==> config.mk <==
export PLATFORM = sky130hd
export DESIGN_NAME = uart_tx_arbiter
export DESIGN_NICKNAME = d
export VERILOG_FILES = /design/src/rtl/uart_tx_arbiter_pkg.sv /design/src/rtl/uart_tx_arbiter_rr_pick.sv /design/src/rtl/uart_tx_arbiter.sv
export SDC_FILE = /design/constraint.sdc
export NUM_CORES = 1
export LEC_CHECK = 0
export CAP_MARGIN = 30
export CORE_UTILIZATION = 50
export CTS_CLUSTER_SIZE = 16
export DETAILED_ROUTE_END_ITERATION = 8
export GPL_ROUTABILITY_DRIVEN = 1
export PLACE_DENSITY = 0.79
export SETUP_SLACK_MARGIN = 0.05
export SLEW_MARGIN = 5
export SYNTH_ARGS = -nofsm -noshare
export SYNTH_HDL_FRONTEND = slang
export SYNTH_SLANG_ARGS = --single-unit
==> constraint.sdc <==
create_clock -name clk -period 5 [get_ports clk]
set_clock_uncertainty 0.1 [all_clocks]
set_input_delay 0.5 -clock clk [delete_from_list [all_inputs] [get_ports clk]]
set_output_delay 0.5 -clock clk [all_outputs]
set_load 0.005 [all_outputs]
==> src/rtl/uart_tx_arbiter_pkg.sv <==
// Shared definitions for the UART transmit arbiter: FSM encoding and
// UART handshake widths.
package uart_tx_arbiter_pkg;

    localparam int UART_DATA_W  = 8;
    localparam int BYTE_CNT_W   = 11;
    localparam int BUSY_TIMEOUT = 4;
    localparam int BUSY_CNT_W   = $clog2(BUSY_TIMEOUT);

    typedef enum logic [2:0] {
        ST_IDLE,
        ST_LOAD,
        ST_LATCH,
        ST_WAIT_BUSY,
        ST_WAIT_DONE,
        ST_GAP
    } arb_state_t;

    // A zero-length gap still needs a 1-bit counter to keep the port legal.
    function automatic int gap_cnt_w(input int gap);
        return (gap > 0) ? $clog2(gap + 1) : 1;
    endfunction

endpackage

==> src/rtl/uart_tx_arbiter_rr_pick.sv <==
// Combinational round-robin priority encoder: first valid requester after
// last_owner, returned both one-hot and as an index.
module rr_pick #(
    parameter int NUM_REQ = 4,
    parameter int IDX_W   = $clog2(NUM_REQ)
) (
    input  logic [NUM_REQ-1:0] valid,
    input  logic [IDX_W-1:0]   last_owner,
    output logic [NUM_REQ-1:0] grant,
    output logic [IDX_W-1:0]   index,
    output logic               any
);

    logic [IDX_W-1:0] lane;

    always_comb begin
        grant = '0;
        index = '0;
        any   = 1'b0;
        lane  = '0;
        for (int k = 1; k <= NUM_REQ; k++) begin
            lane = IDX_W'((int'(last_owner) + k) % NUM_REQ);
            if (!any && valid[lane]) begin
                any         = 1'b1;
                grant[lane] = 1'b1;
                index       = lane;
            end
        end
    end

endmodule

==> src/rtl/uart_tx_arbiter.sv <==
// Frame-granular round-robin arbiter sharing one host UART transmitter
// between several byte-stream requesters.
module uart_tx_arbiter
    import uart_tx_arbiter_pkg::*;
#(
    parameter int NUM_REQ    = 4,
    parameter int GAP_CYCLES = 16,
    parameter int MAX_FRAME  = 1024
) (
    input  logic                           clk,
    input  logic                           reset,
    input  logic [NUM_REQ-1:0]             req_valid,
    input  logic [UART_DATA_W*NUM_REQ-1:0] req_data,
    input  logic [NUM_REQ-1:0]             req_last,
    output logic [NUM_REQ-1:0]             req_ready,
    output logic                           tx_latch,
    output logic [UART_DATA_W-1:0]         tx_data,
    input  logic                           tx_empty,
    output logic [NUM_REQ-1:0]             grant,
    output logic                           frame_abort
);

    localparam int IW = $clog2(NUM_REQ);
    localparam int GW = gap_cnt_w(GAP_CYCLES);

    arb_state_t state, state_nxt;

    logic [NUM_REQ-1:0][UART_DATA_W-1:0] lanes;
    logic [IW-1:0]         owner, last_owner, pick_idx;
    logic [NUM_REQ-1:0]    pick_gnt;
    logic                  pick_any;
    logic [BYTE_CNT_W-1:0] byte_cnt;
    logic                  last_flag;
    logic [BUSY_CNT_W-1:0] busy_cnt;
    logic [GW-1:0]         gap_cnt;
    logic                  do_load, do_release, do_abort;

    assign lanes = req_data;

    rr_pick #(.NUM_REQ(NUM_REQ), .IDX_W(IW)) u_pick (
        .valid      (req_valid),
        .last_owner (last_owner),
        .grant      (pick_gnt),
        .index      (pick_idx),
        .any        (pick_any)
    );

    always_comb begin
        state_nxt  = state;
        do_load    = 1'b0;
        do_release = 1'b0;
        do_abort   = 1'b0;
        case (state)
            ST_IDLE:      if (pick_any) state_nxt = ST_LOAD;
            ST_LOAD: begin
                // Owner keeps the UART while its frame is open, even if it stalls.
                if (req_valid[owner]) begin
                    do_load   = 1'b1;
                    state_nxt = ST_LATCH;
                end
            end
            ST_LATCH:     state_nxt = ST_WAIT_BUSY;
            ST_WAIT_BUSY: begin
                // A fast UART may finish before we ever see tx_empty drop.
                if (!tx_empty || busy_cnt == BUSY_CNT_W'(BUSY_TIMEOUT - 1))
                    state_nxt = ST_WAIT_DONE;
            end
            ST_WAIT_DONE: begin
                if (tx_empty) begin
                    if (last_flag) begin
                        do_release = 1'b1;
                    end else if (byte_cnt == BYTE_CNT_W'(MAX_FRAME)) begin
                        do_release = 1'b1;
                        do_abort   = 1'b1;
                    end else begin
                        state_nxt = ST_LOAD;
                    end
                    if (do_release)
                        state_nxt = (GAP_CYCLES == 0) ? ST_IDLE : ST_GAP;
                end
            end
            ST_GAP:       if (gap_cnt == '0) state_nxt = ST_IDLE;
            default:      state_nxt = ST_IDLE;
        endcase
    end

    // Consumption is acknowledged in the capture cycle; reset cancels the capture.
    assign req_ready = (do_load && !reset) ? grant : '0;
    assign tx_latch  = (state == ST_LATCH);

    always_ff @(posedge clk) begin
        if (reset) begin
            state       <= ST_IDLE;
            grant       <= '0;
            owner       <= '0;
            last_owner  <= IW'(NUM_REQ - 1);
            byte_cnt    <= '0;
            last_flag   <= 1'b0;
            busy_cnt    <= '0;
            gap_cnt     <= '0;
            tx_data     <= '0;
            frame_abort <= 1'b0;
        end else begin
            state       <= state_nxt;
            frame_abort <= do_abort;

            if (state == ST_IDLE && pick_any) begin
                grant    <= pick_gnt;
                owner    <= pick_idx;
                byte_cnt <= '0;
            end

            if (do_load) begin
                tx_data   <= lanes[owner];
                last_flag <= req_last[owner];
                if (byte_cnt != '1)
                    byte_cnt <= byte_cnt + 1'b1;
            end

            if (state == ST_LATCH)
                busy_cnt <= '0;
            else if (state == ST_WAIT_BUSY)
                busy_cnt <= busy_cnt + 1'b1;

            if (do_release) begin
                last_owner <= owner;
                grant      <= '0;
                gap_cnt    <= GW'(GAP_CYCLES - 1);
            end else if (state == ST_GAP && gap_cnt != '0) begin
                gap_cnt <= gap_cnt - 1'b1;
            end
        end
    end

endmodule

# == Word level (Yosys, flattened, before mapping) ==
# Cells that the tools add are included.
# word_totals
register_bits,39
latch_bits,0
ramBits,0
mem_bits_ro,0
inputBits,43
out_inout_bits,18
word_cells,128
n_memories,0
# classes
addsub,7
n_mul,0
div,0
magnitude_cmp,9
n_eq_ne,15
shifts,0
mux,57
bitwise_logic,5
n_reduce_logical,24
# op_table
operator,n
11-bit two-way mux,3
4-bit two-way mux,7
3-bit two-way mux,8
1-bit two-way mux,22
3-bit one-hot mux with 6 select lines,1
8-bit binary-select mux with 2-bit select,1
2-bit by 3-bit less-than comparator with 1-bit output (second input constant),5
1-bit binary-select mux with 2-bit select,6
4-bit OR,3
11-bit by 1-bit adder with 11-bit output (second input constant),1
11-bit == test (second input constant),1
11-bit inequality test (second input constant),1
1-bit logical AND,10
2-bit inequality test (second input constant),5
1-bit demux with 2-bit select,4
2-bit by 1-bit greater-or-equal comparator with 1-bit output (second input constant),4
2-bit two-way mux,4
8-bit two-way mux,1
7-bit AND reduction,1
2-bit by 1-bit adder with 2-bit output (second input constant),3
3-bit by 2-bit == test with 1-bit output (second input constant),2
3-bit == test (second input constant),2
3-bit inequality test (second input constant),2
1-bit logical NOT,5
12 further kinds,15

# == Longest topological paths before layout ==
# Gate-level depths: netlist (run 1).
# depth
word_depth,17
depth_mapped,8
depth_no_buf,6

# == Cells and area by module ==
# From an unflattened synthesis (run 1), not the netlist that was laid out.
# hier_totals
hier_cells,332
hier_area_um2,2805.2
# by_module_without_submodules
mod,n_inst,cells_each,area_per_inst_um2,seq_area_each_um2
uart_tx_arbiter,1,246,2175.8,780.7
rr_pick,1,86,629.4,0.0

# == Worst setup path before layout (run 1) ==
# Ideal clock, no wire load.
# synth_path
kind,flip-flop to flip-flop
startpoint,register last_owner[0]
endpoint,register grant[0]
setup_time_ns,0.130
t_arrival_ns,2.302
required_ns,4.770
setup_slack_ns,2.468
path_stages_with_launch,9
n_path_buf,2
period_less_slack_ns,2.532
cell_sequence,dfxtp_1 -> buf_2 -> inv_1 -> ha_1 -> clkbuf_1 -> mux4_2 -> nor2b_1 -> a31oi_1 -> a311oi_1
# synth_between
elab_chain_cells,14
word_cells_on_any_way,50
cone_classes,4 x add/sub; 8 x order compare; 24 x mux; 3 x bitwise; 11 x reduce/logical
# synth_rtl
item,line_no,source
start: declaration,uart_tx_arbiter.sv:29,"logic [IW-1:0] owner, last_owner, pick_idx;"
start signal: assignment,uart_tx_arbiter.sv:96,last_owner <= IW'(NUM_REQ - 1);
start signal: assignment,uart_tx_arbiter.sv:126,last_owner <= owner;
"parallel branches: the longest is 14 deep, another holds 2-bit by 3-bit less-than comparator with 1-bit output",--,
end signal: assignment,uart_tx_arbiter.sv:108,grant <= pick_gnt;
end: declaration,uart_tx_arbiter.sv:19,"output logic [NUM_REQ-1:0] grant,"
# Parallel ways; which one is timed is not known. The select of a mux whose other input is x is not followed.
# A chain may end at the register's enable or synchronous reset.

# == Final worst setup path (run 1) ==
# layout_path
startpoint,input req_valid[3]
endpoint,output req_ready[3]
# layout_between
elab_chain_cells,6
# layout_rtl
item,line_no,source
start: declaration,uart_tx_arbiter.sv:12,"input logic [NUM_REQ-1:0] req_valid,"
1-bit binary-select mux with 2-bit select,uart_tx_arbiter.sv:57,if (req_valid[owner]) begin
1-bit two-way mux (implied by the code),uart_tx_arbiter.sv:57,
1-bit two-way mux,uart_tx_arbiter.sv:57,
1-bit two-way mux,uart_tx_arbiter.sv:53,case (state)
1-bit logical AND,uart_tx_arbiter.sv:88,assign req_ready = (do_load && !reset) ? grant : '0;
4-bit two-way mux,uart_tx_arbiter.sv:88,
end: declaration,uart_tx_arbiter.sv:15,"output logic [NUM_REQ-1:0] req_ready,"
# No other way between the ends. The select of a mux whose other input is x is not followed.

==> insert_results.sql, run 1 <==
INSERT INTO impl_metrics (metric_group, metric, value, unit) VALUES
('clock_tree', 'htreeDepth', '2', ''),
('timing', 'setup_total_negative_slack', '0', 'ns'),
('setup_path', 'worst-endpoint-required', '4.40', 'ns'),
('logic_synthesis', 'share_of_flip_flops_with_an_asynchronous_set_or_reset', '0', '%'),
('clock_tree', 'clk_pin_slew', '0.07', 'ns'),
('logic_synthesis', 'netlist_area', '2730', 'µm²'),
('setup_path', 'critPathKind', 'input pin to primary output', ''),
('logic_synthesis', 'synth.net_count', '363', ''),
('logic_synthesis', 'post_synthesis_area_per_instance', '8.88', 'µm²'),
('floorplan', 'initial_core_util', '52.7', '%'),
('timing', 'max_slew.worst_pin.slew', '0.730', 'ns'),
('placed_design', 'buffer_ports.inserted', '60', ''),
('timing', 'finalCritPeriodShare', '67.9', '%'),
('timing', 'fmax', '0.294', 'GHz'),
('logic_synthesis', 'yosys_warns', '0', ''),
('detailed_routing', 'routed_wire_length', '6.54', 'mm'),
('global_routing', 'first_pass_grt_wire_length', '9.94', 'mm'),
('layout', 'layout.cells.most_common_list', 'clkdlybuf4s50_1, dfxtp_1, nand2_1', ''),
('floorplan', 'ios', '61', ''),
('power_and_ir_drop', 'power.density', '281', 'nW/µm²'),
('clock_tree', 'cts-buffers-inserted', '5', ''),
('placed_design', 'placed_cells', '420', ''),
('detailed_routing', 'post_drt_via_cell_ratio', '5.98', ''),
('logic_synthesis', 'yosys_register_bits', '39', ''),
('detailed_routing', 'firstDrtPassIters', '4', ''),
('floorplan', 'die-area', '5750', 'µm²'),
('layout', 'final_common_cell', 'clkdlybuf4s50_1', ''),
('global_routing', 'grt-ovfl-total', '0', ''),
('clock_tree', 'cts.hold.buffers_added', '0', ''),
('detailed_routing', 'drc', '0', ''),
('setup_path', 'worst_r2r_path_depth', '6', ''),
('setup_path', 'critical_path.endpoint_type', 'primary output', ''),
('power_and_ir_drop', 'vdd_ir_max', '145', 'µV'),
('layout', 'fraction_of_final_layout_cells_sized_beyond_drive_strength_1', '9.78', '%'),
('logic_synthesis', 'most_used_dff_post_synth', 'dfxtp_1', ''),
('detailed_routing', 'avgRoutedWirePerCell', '15.3', 'µm'),
('global_routing', 'antenna_found_initial', '0', ''),
('layout', 'final_net_count', '413', ''),
('min_path', 'min_delay_path_depth', '2', ''),
('clock_tree', 'cts_tree', 'built', ''),
('floorplan', 'die_width', '75.8', 'µm'),
('detailed_routing', 'drt_iter0_markers', '177', ''),
('logic_synthesis', 'seq_area_frac_synth', '28.6', '%'),
('outcome', 'run_status', 'complete, no violations', ''),
('run', 'max_cap_violations', '0', ''),
('floorplan', 'die_h', '75.8', 'µm'),
('timing', 'finalHoldWorstSlack', '0.356', 'ns'),
('clock_tree', 'ctsRootBufferMaster', 'clkbuf_8', ''),
('global_routing', 'grt.met1_usage', '28.8', '%'),
('setup_path', 'cp_data_arrival_time', '2.80', 'ns'),
('clock_tree', 'cts-resized-gates', '0', ''),
('floorplan', 'placeableCoreArea', '5170', 'µm²'),
('floorplan', 'std_cell_rows', '26', ''),
('logic_synthesis', 'synthCells', '307', ''),
('detailed_routing', 'antenna_violating_nets_post_route', '0', ''),
('clock_tree', 'clock_latency', '0.29', 'ns'),
('global_routing', 'first_global_vias', '2193', ''),
('power_and_ir_drop', 'leakagePower', '0.00122', 'µW'),
('clock_tree', 'cts_setup_buffers', '0', ''),
('min_path', 'holdCritPathClass', 'flip-flop to flip-flop', ''),
('timing', 'report.final.setup_viol', '0', ''),
('clock_tree', 'clkSinkCount', '39', ''),
('global_routing', 'grt_util_all_layers', '22.7', '%'),
('timing', 'drv_slew', '0', ''),
('layout', 'insertedDiodeCount', '0', ''),
('layout', 'layout-area-overhead-vs-synth', '27.2', '%'),
('detailed_routing', 'dr_total_vias', '2560', ''),
('setup_path', 'critPathMaxFanout', '21', ''),
('global_routing', 'largest_net_degree_at_the_start_of_global_routing', '35', ''),
('global_routing', 'grt_use_met2', '40.5', '%'),
('setup_path', 'critPathLaunchType', 'input pin', ''),
('placed_design', 'dp_hpwl', '4.83', 'mm'),
('timing', 'grt_setup_unrepaired', 'no', ''),
('timing', 'worst_slew_margin_rel', '51.3', '%'),
('global_routing', 'globalRouteMet3Util', '3.84', '%'),
('logic_synthesis', 'synth.lib_cells_used.distinct', '66', ''),
('logic_synthesis', 'synth_enable_flop_cells', '0', ''),
('placed_design', 'gp_routability_congestion', '0.920', ''),
('timing', 'layout_min_cycle_time', '3.40', 'ns'),
('layout', 'instances_no_fill', '428', ''),
('clock_tree', 'max-clock-path-buffers', '2', ''),
('global_routing', 'grt-busiest-layer', 'met2', ''),
('timing', 'hold_viol', '0', '');
area by class of cell:
type / instances / area [µm²]
inverter: 12 / 45.0
multi-input combinational: 237 / 1820
clock inverter: 2 / 35.0
timing repair buffer: 62 / 616
fill: 435 / 1700
sequential: 39 / 781
tap: 70 / 87.6
clock buffer: 6 / 82.6
stage by stage:
step / area, µm² / utilization [%] / power [µW] / setup WS [ns]
after floorplan: 2730 / - / 590 / 2.47
after global placement: 3350 / 64.8 / 706 / 1.66
after detailed placement: 3350 / 64.8 / 711 / 1.61
after CTS: 3470 / 67.1 / 983 / 1.60
after global routing: 3470 / 67.1 / 1030 / 1.48
final: 3470 / 67.1 / 975 / 1.60
state kept, by name (all words and copies together), names as in the netlist:
| register | cells |
|---|---|
| state | 3 |
| byte_cnt | 11 |
| owner | 2 |
| last_flag | 1 |
| gap_cnt | 5 |
| last_owner | 2 |
| frame_abort | 1 |
| grant | 4 |
| busy_cnt | 2 |
| tx_data | 8 |
synth_stat cells, drive strengths merged (7+ instances only):
master / n / share of area [%]
dfxtp: 39 / 29
nand2: 32 / 4.5
a21oi: 22 / 4.0
nor2: 17 / 2.3
ha: 13 / 6.0
mux4: 13 / 11
o21ai: 13 / 2.5
inv: 12 / 1.7
clkbuf: 11 / 1.5
nand3: 11 / 2.2
a31oi: 8 / 1.8
buf: 8 / 1.4
a311oi: 7 / 2.2
critical path, stage by stage:
cell and delay, ns:
clkdlybuf4s50_1 0.65, mux4_2 0.63, and2_1 0.16, buf_4 0.20, and3_1 0.20, clkdlybuf4s50_1 0.45
power breakdown:
group          leakage (µW)  internal, µW  total [µW]  switching, µW
clock             0.0000612           161         270            109
sequential         0.000317           342         390           47.7
combinational      0.000843           165         315            150
kinds of logic (layout without fill, tap and decap cells):
group           count (synthesis)  count (layout)  synth area share (%)
buf+inv                        31              82                  4.54
compound gates                 90              90                  24.4
mux                            19              19                  13.1
xor+xnor                        4               4                  1.29
fa+ha+maj                      13              13                  5.97
simple gates                  111             111                  22.1
flops                          39              39                  28.6
routing by layer:
metal	wire [µm]	vias to the layer above	share of wire, %
met3	319	5	4.9
met4	54	0	0.83
met5	0	-	0
met1	2880	1219	44
li1	-	1268	-
met2	3290	68	50
path summary, 6_finish.rpt:
kind	from	endpoint	slack [ns]
worst max register to register	last_owner[0]$_SDFFE_PP1P_	grant[3]$_SDFFE_PP0P_	2.20
worst min-delay path	last_flag$_SDFFE_PP0P_	last_flag$_SDFFE_PP0P_	0.36
worst min register to register	last_flag$_SDFFE_PP0P_	last_flag$_SDFFE_PP0P_	0.36
worst max-delay path	req_valid[3]	req_ready[3]	1.60
Note: power is estimated with default switching activity, not from simulation.
==> run 2: changes to the inputs <==
clock period = 3.2 ns   (was 5 ns; I/O delays follow)
==> insert_results.sql, run 2 (synthesis gave the netlist of run 1 again) <==
INSERT INTO impl_metrics (metric_group, metric, value, unit) VALUES
('timing', 'setup_total_negative_slack', '0', 'ns'),
('floorplan', 'placeableCoreArea', '5170', 'µm²'),
('detailed_routing', 'firstDrtPassIters', '4', ''),
('setup_path', 'critPathMaxFanout', '16', ''),
('floorplan', 'die-area', '5750', 'µm²'),
('setup_path', 'critical_path.endpoint_type', 'primary output', ''),
('layout', 'final_net_count', '421', ''),
('power_and_ir_drop', 'power.density', '440', 'nW/µm²'),
('clock_tree', 'cts.hold.buffers_added', '0', ''),
('power_and_ir_drop', 'power.share.switching', '32.1', '%'),
('global_routing', 'largest_net_degree_at_the_start_of_global_routing', '34', ''),
('outcome', 'run_status', 'complete, no violations', ''),
('layout', 'nFillCells', '408', ''),
('min_path', 'holdCritPathClass', 'flip-flop to flip-flop', ''),
('floorplan', 'ios', '61', ''),
('layout', 'final_core_utilization', '68.2', '%'),
('floorplan', 'die_width', '75.8', 'µm'),
('global_routing', 'grt-ovfl-total', '0', ''),
('layout', 'layout.cells.most_common_list', 'clkdlybuf4s50_1, dfxtp_1, nand2_1', ''),
('timing', 'fmax', '0.381', 'GHz'),
('clock_tree', 'clk_pin_slew', '0.08', 'ns'),
('placed_design', 'buffer_ports.inserted', '60', ''),
('power_and_ir_drop', 'p_comb_share', '34.2', '%'),
('layout', 'registers.top_by_ff_count', 'byte_cnt', ''),
('power_and_ir_drop', 'power_frac_seq', '37.8', '%'),
('floorplan', 'std_cell_rows', '26', ''),
('placed_design', 'dp_hpwl', '5.13', 'mm'),
('global_routing', 'antenna_found_initial', '0', ''),
('layout', 'largest_registers', 'byte_cnt (11), tx_data (8), gap_cnt (5)', ''),
('timing', 'drv_slew', '0', ''),
('detailed_routing', 'dr_total_vias', '2641', ''),
('detailed_routing', 'routed_wire_length', '7.02', 'mm'),
('global_routing', 'grt_util_all_layers', '24.8', '%'),
('global_routing', 'first_global_vias', '2292', ''),
('layout', 'fraction_of_final_layout_cells_sized_beyond_drive_strength_1', '11.7', '%'),
('clock_tree', 'ctsRootBufferMaster', 'clkbuf_8', ''),
('floorplan', 'die_h', '75.8', 'µm'),
('power_and_ir_drop', 'share_of_total_power_in_the_clock_network', '28.0', '%'),
('setup_path', 'worst_r2r_path_depth', '4', ''),
('floorplan', 'initial_core_util', '52.7', '%'),
('layout', 'final_common_cell', 'clkdlybuf4s50_1', ''),
('clock_tree', 'max-clock-path-buffers', '2', ''),
('layout', 'largest_reg_flops', '11', ''),
('detailed_routing', 'avgRoutedWirePerCell', '16.1', 'µm'),
('power_and_ir_drop', 'switching_power', '498', 'µW'),
('timing', 'layout_min_cycle_time', '2.63', 'ns'),
('run', 'max_cap_violations', '0', ''),
('power_and_ir_drop', 'p_int', '1050', 'µW'),
('clock_tree', 'clock_latency', '0.29', 'ns'),
('global_routing', 'first_pass_grt_wire_length', '10.8', 'mm'),
('placed_design', 'gp_routability_congestion', '0.926', ''),
('setup_path', 'critPathLaunchType', 'flip-flop', ''),
('timing', 'worst_slew_margin_rel', '62.7', '%'),
('timing', 'max_slew.worst_pin.slew', '0.555', 'ns'),
('setup_path', 'worst-endpoint-required', '2.78', 'ns'),
('detailed_routing', 'post_drt_via_cell_ratio', '6.06', ''),
('detailed_routing', 'antenna_violating_nets_post_route', '0', ''),
('timing', 'report.final.setup_viol', '0', ''),
('layout', 'insertedDiodeCount', '0', ''),
('timing', 'grt_setup_unrepaired', 'no', ''),
('detailed_routing', 'drc', '0', ''),
('timing', 'hold_viol', '0', ''),
('clock_tree', 'cts_setup_buffers', '0', ''),
('power_and_ir_drop', 'vdd_ir_max', '238', 'µV'),
('clock_tree', 'cts-resized-gates', '0', ''),
('clock_tree', 'cts-buffers-inserted', '5', ''),
('power_and_ir_drop', 'leakagePower', '0.00126', 'µW'),
('setup_path', 'cp_data_arrival_time', '2.21', 'ns'),
('layout', 'layout-area-overhead-vs-synth', '29.4', '%'),
('min_path', 'min_delay_path_depth', '2', ''),
('clock_tree', 'clkSinkCount', '39', ''),
('detailed_routing', 'drt_iter0_markers', '146', ''),
('clock_tree', 'htreeDepth', '2', ''),
('setup_path', 'critPathKind', 'flip-flop to primary output', ''),
('clock_tree', 'cts_tree', 'built', ''),
('timing', 'finalCritPeriodShare', '82.1', '%');
[run 2: worst paths after layout]
kind	slack, ns	to	start
max	0.57	req_ready[2]	state[0]$_SDFFE_PP0P_
min	0.36	tx_data[7]$_SDFFE_PP0P_	tx_data[7]$_SDFFE_PP0P_
max reg2reg	1.00	byte_cnt[9]$_SDFF_PP0_	state[0]$_SDFFE_PP0P_
min reg2reg	0.36	tx_data[7]$_SDFFE_PP0P_	tx_data[7]$_SDFFE_PP0P_
[run 2: critical path: stages, from the launching register on]
cell	delay [ns]
dfxtp_1	0.63
nor3b_1	0.35
and2_1	0.26
and3_1	0.18
clkdlybuf4s50_1	0.50
[run 2: cell type report]
| type | instances | area (µm²) | area share [%] |
|---|---|---|---|
| well taps | 70 | 87.6 | 2.48 |
| flip-flops and latches | 39 | 781 | 22.1 |
| repair buffers | 70 | 676 | 19.1 |
| multi-input cells | 237 | 1820 | 51.6 |
| inverters | 12 | 45.0 | 1.28 |
| clock inverters | 2 | 35.0 | 0.993 |
| clock buffers | 6 | 82.6 | 2.34 |
[run 2: metrics by stage]
stage | setup WS [ns] | area, µm² | cells | total power (µW) | hold slack (ns)
2_1_floorplan | 0.668 | 2730 | 307 | 923 | 0.336
6_report | 0.574 | 3530 | 436 | 1550 | 0.358
5_1_grt | 0.443 | 3530 | 436 | 1640 | 0.379
3_3_place_gp | 0.675 | 3410 | 428 | 1120 | 0.341
4_1_cts | 0.573 | 3530 | 436 | 1550 | 0.359
3_5_place_dp | 0.644 | 3410 | 428 | 1130 | 0.349
[run 2: metal layers]
metal / global-route usage, % / routed length, µm / part of all wire, %
met3: 4.10 / 293 / 4.2
met2: 41.9 / 3610 / 51
met5: 0 / 0 / 0
met4: 7.82 / 88 / 1.3
met1: 32.4 / 3030 / 43
[run 2: power by group through the flow]
stage / clock network (µW) / logic, µW / registers (µW)
2_1_floorplan: 0 / 344 / 579
3_3_place_gp: 0 / 519 / 596
3_5_place_dp: 0 / 531 / 597
4_1_cts: 436 / 532 / 585
5_1_grt: 459 / 581 / 596
6_report: 434 / 531 / 586
==> run 3: changes to the inputs <==
clock period = 2.5 ns   (was 3.2 ns; I/O delays follow)
==> insert_results.sql, run 3 (synthesis gave the netlist of run 1 again) <==
INSERT INTO impl_metrics (metric_group, metric, value, unit) VALUES
('floorplan', 'ios', '61', ''),
('floorplan', 'die-area', '5750', 'µm²'),
('layout', 'layout-area-overhead-vs-synth', '30.4', '%'),
('timing', 'finalCritPeriodShare', '94.6', '%'),
('setup_path', 'reg2reg_slack', '0.34', 'ns'),
('placed_design', 'buffer_ports.inserted', '60', ''),
('global_routing', 'first_pass_grt_wire_length', '11.1', 'mm'),
('setup_path', 'timing.critical_path.cells', 'clkdlybuf4s50_1 -> mux4_2 -> and2_4 -> and3_1 -> clkdlybuf4s50_1', ''),
('clock_tree', 'clock_latency', '0.29', 'ns'),
('detailed_routing', 'post_drt_via_cell_ratio', '6.02', ''),
('global_routing', 'first_global_vias', '2446', ''),
('global_routing', 'largest_net_degree_at_the_start_of_global_routing', '34', ''),
('global_routing', 'grt-ovfl-total', '0', ''),
('global_routing', 'grt_util_all_layers', '25.4', '%'),
('placed_design', 'placed_cells', '434', ''),
('floorplan', 'placeableCoreArea', '5170', 'µm²'),
('timing', 'max_slew.worst_pin.slew', '0.594', 'ns'),
('timing', 'fin_ws', '0.134', 'ns'),
('floorplan', 'die_h', '75.8', 'µm'),
('layout', 'insertedDiodeCount', '0', ''),
('detailed_routing', 'routed_wire_length', '7.09', 'mm'),
('power_and_ir_drop', 'fin_total_pwr', '1910', 'µW'),
('timing', 'hold_viol', '0', ''),
('clock_tree', 'cts-resized-gates', '0', ''),
('detailed_routing', 'firstDrtPassIters', '5', ''),
('power_and_ir_drop', 'power.density', '538', 'nW/µm²'),
('run', 'max_cap_violations', '0', ''),
('min_path', 'holdCritPathClass', 'flip-flop to flip-flop', ''),
('clock_tree', 'cts.hold.buffers_added', '0', ''),
('clock_tree', 'htreeDepth', '2', ''),
('setup_path', 'critPathLaunchType', 'input pin', ''),
('layout', 'instances_no_fill', '442', ''),
('detailed_routing', 'antenna_violating_nets_post_route', '0', ''),
('detailed_routing', 'dr_total_vias', '2663', ''),
('layout', 'finalInstanceArea', '3560', 'µm²'),
('clock_tree', 'clk_pin_slew', '0.08', 'ns'),
('detailed_routing', 'avgRoutedWirePerCell', '16.0', 'µm'),
('layout', 'final_common_cell', 'clkdlybuf4s50_1', ''),
('timing', 'report.final.setup_viol', '0', ''),
('layout', 'largest_registers', 'byte_cnt (11), tx_data (8), gap_cnt (5)', ''),
('timing', 'grt_setup_unrepaired', 'no', ''),
('placed_design', 'minimum_setup_slack_after_placement', '0.0731', 'ns'),
('power_and_ir_drop', 'p_int', '1250', 'µW'),
('setup_path', 'critical_path.endpoint_type', 'primary output', ''),
('floorplan', 'initial_core_util', '52.7', '%'),
('power_and_ir_drop', 'switching_power', '662', 'µW'),
('detailed_routing', 'drt_iter0_markers', '207', ''),
('layout', 'nFillCells', '422', ''),
('power_and_ir_drop', 'p_comb_share', '39.4', '%'),
('timing', 'setup_total_negative_slack', '0', 'ns'),
('layout', 'layout.cells.most_common_list', 'clkdlybuf4s50_1, dfxtp_1, nand2_1', ''),
('setup_path', 'critPathMaxFanout', '5', ''),
('setup_path', 'cp_data_arrival_time', '2.02', 'ns'),
('setup_path', 'timing.critical_path.slowest_stage_cell', 'mux4_2', ''),
('placed_design', 'post_place_instance_area', '3470', 'µm²'),
('clock_tree', 'cts_setup_buffers', '0', ''),
('placed_design', 'dp_hpwl', '5.19', 'mm'),
('power_and_ir_drop', 'power.share.switching', '34.6', '%'),
('power_and_ir_drop', 'share_of_total_power_in_the_clock_network', '22.4', '%'),
('clock_tree', 'max-clock-path-buffers', '2', ''),
('timing', 'layout_min_cycle_time', '2.37', 'ns'),
('outcome', 'run_status', 'complete, no violations', ''),
('power_and_ir_drop', 'vdd_ir_max', '320', 'µV'),
('clock_tree', 'cts_tree', 'built', ''),
('power_and_ir_drop', 'power_frac_seq', '38.2', '%'),
('power_and_ir_drop', 'leakagePower', '0.00128', 'µW'),
('clock_tree', 'cts-buffers-inserted', '5', ''),
('detailed_routing', 'drc', '0', ''),
('timing', 'fmax', '0.423', 'GHz'),
('layout', 'registers.top_by_ff_count', 'byte_cnt', ''),
('setup_path', 'crit_path_max_incr_delay', '0.51', 'ns'),
('layout', 'fraction_of_final_layout_cells_sized_beyond_drive_strength_1', '13.2', '%'),
('setup_path', 'critPathKind', 'input pin to primary output', ''),
('setup_path', 'critical_path.most_common_cell', 'clkdlybuf4s50_1', ''),
('setup_path', 'worst-endpoint-required', '2.15', 'ns'),
('clock_tree', 'ctsRootBufferMaster', 'clkbuf_8', ''),
('timing', 'drv_slew', '0', ''),
('floorplan', 'die_width', '75.8', 'µm'),
('floorplan', 'std_cell_rows', '26', ''),
('layout', 'final_net_count', '427', ''),
('timing', 'worst_slew_margin_rel', '60.1', '%'),
('global_routing', 'antenna_found_initial', '0', ''),
('clock_tree', 'clkSinkCount', '39', ''),
('layout', 'largest_reg_flops', '11', ''),
('placed_design', 'gp_routability_congestion', '0.846', '');
-- run 3: cell types whose count changed in the layout (fill, tap and decap cells not counted) --
cell / delta
buf_12: +1
clkinvlp_4: +1
and2_4: +1
bufinv_16: -1
and2_1: -1
clkbuf_8: -1
buf_4: +5
clkbuf_1: +1
-- run 3: path summary, 6_finish.rpt --
kind	cells past startpoint	endpoint	from
setup reg to reg	6	grant[2]$_SDFFE_PP0P_	last_owner[0]$_SDFFE_PP1P_
hold reg to reg	2	tx_data[1]$_SDFFE_PP0P_	tx_data[1]$_SDFFE_PP0P_
hold / removal	2	tx_data[1]$_SDFFE_PP0P_	tx_data[1]$_SDFFE_PP0P_
setup / recovery	5	req_ready[0]	req_valid[2]
-- run 3: layout make-up --
class | instances | area [µm²] | share of cell area [%]
clock buffer | 6 | 72.6 | 2.04
tap | 70 | 87.6 | 2.46
multi-input combinational | 237 | 1820 | 51.3
sequential | 39 | 781 | 22.0
inverter | 12 | 45.0 | 1.27
clock inverter | 2 | 12.5 | 0.352
timing repair buffer | 76 | 733 | 20.6
-- run 3: power by group through the flow --
stage / sequential, µW / clock [µW] / combinational (µW)
final: 731 / 429 / 753
after global routing: 742 / 457 / 817
after CTS: 732 / 431 / 745
after detailed placement: 746 / 0 / 742
after global placement: 743 / 0 / 728
after floorplan: 741 / 0 / 440
-- run 3: routing by layer --
metal / part of all wire [%] / vias up / routed length, µm / track usage, %
li1: - / 1306 / - / -
met1: 45 / 1262 / 3180 / 33.1
met2: 49 / 84 / 3480 / 41.9
met3: 4.9 / 11 / 347 / 4.63
met4: 1.1 / 0 / 78 / 9.67
met5: 0 / - / 0 / 0
-- run 3: worst max-delay path: cells and delay by family --
family	cells	cell delay, ns
buffers and inverters	2	0.91
muxes	1	0.51
and+or+nand+nor	2	0.35
-- run 3: through the flow --
stage / utilization [%] / hold WS [ns]
after floorplan: - / 0.331
after global placement: 67.1 / 0.342
after detailed placement: 67.1 / 0.346
after CTS: 68.7 / 0.356
after global routing: 68.7 / 0.386
final: 68.7 / 0.357
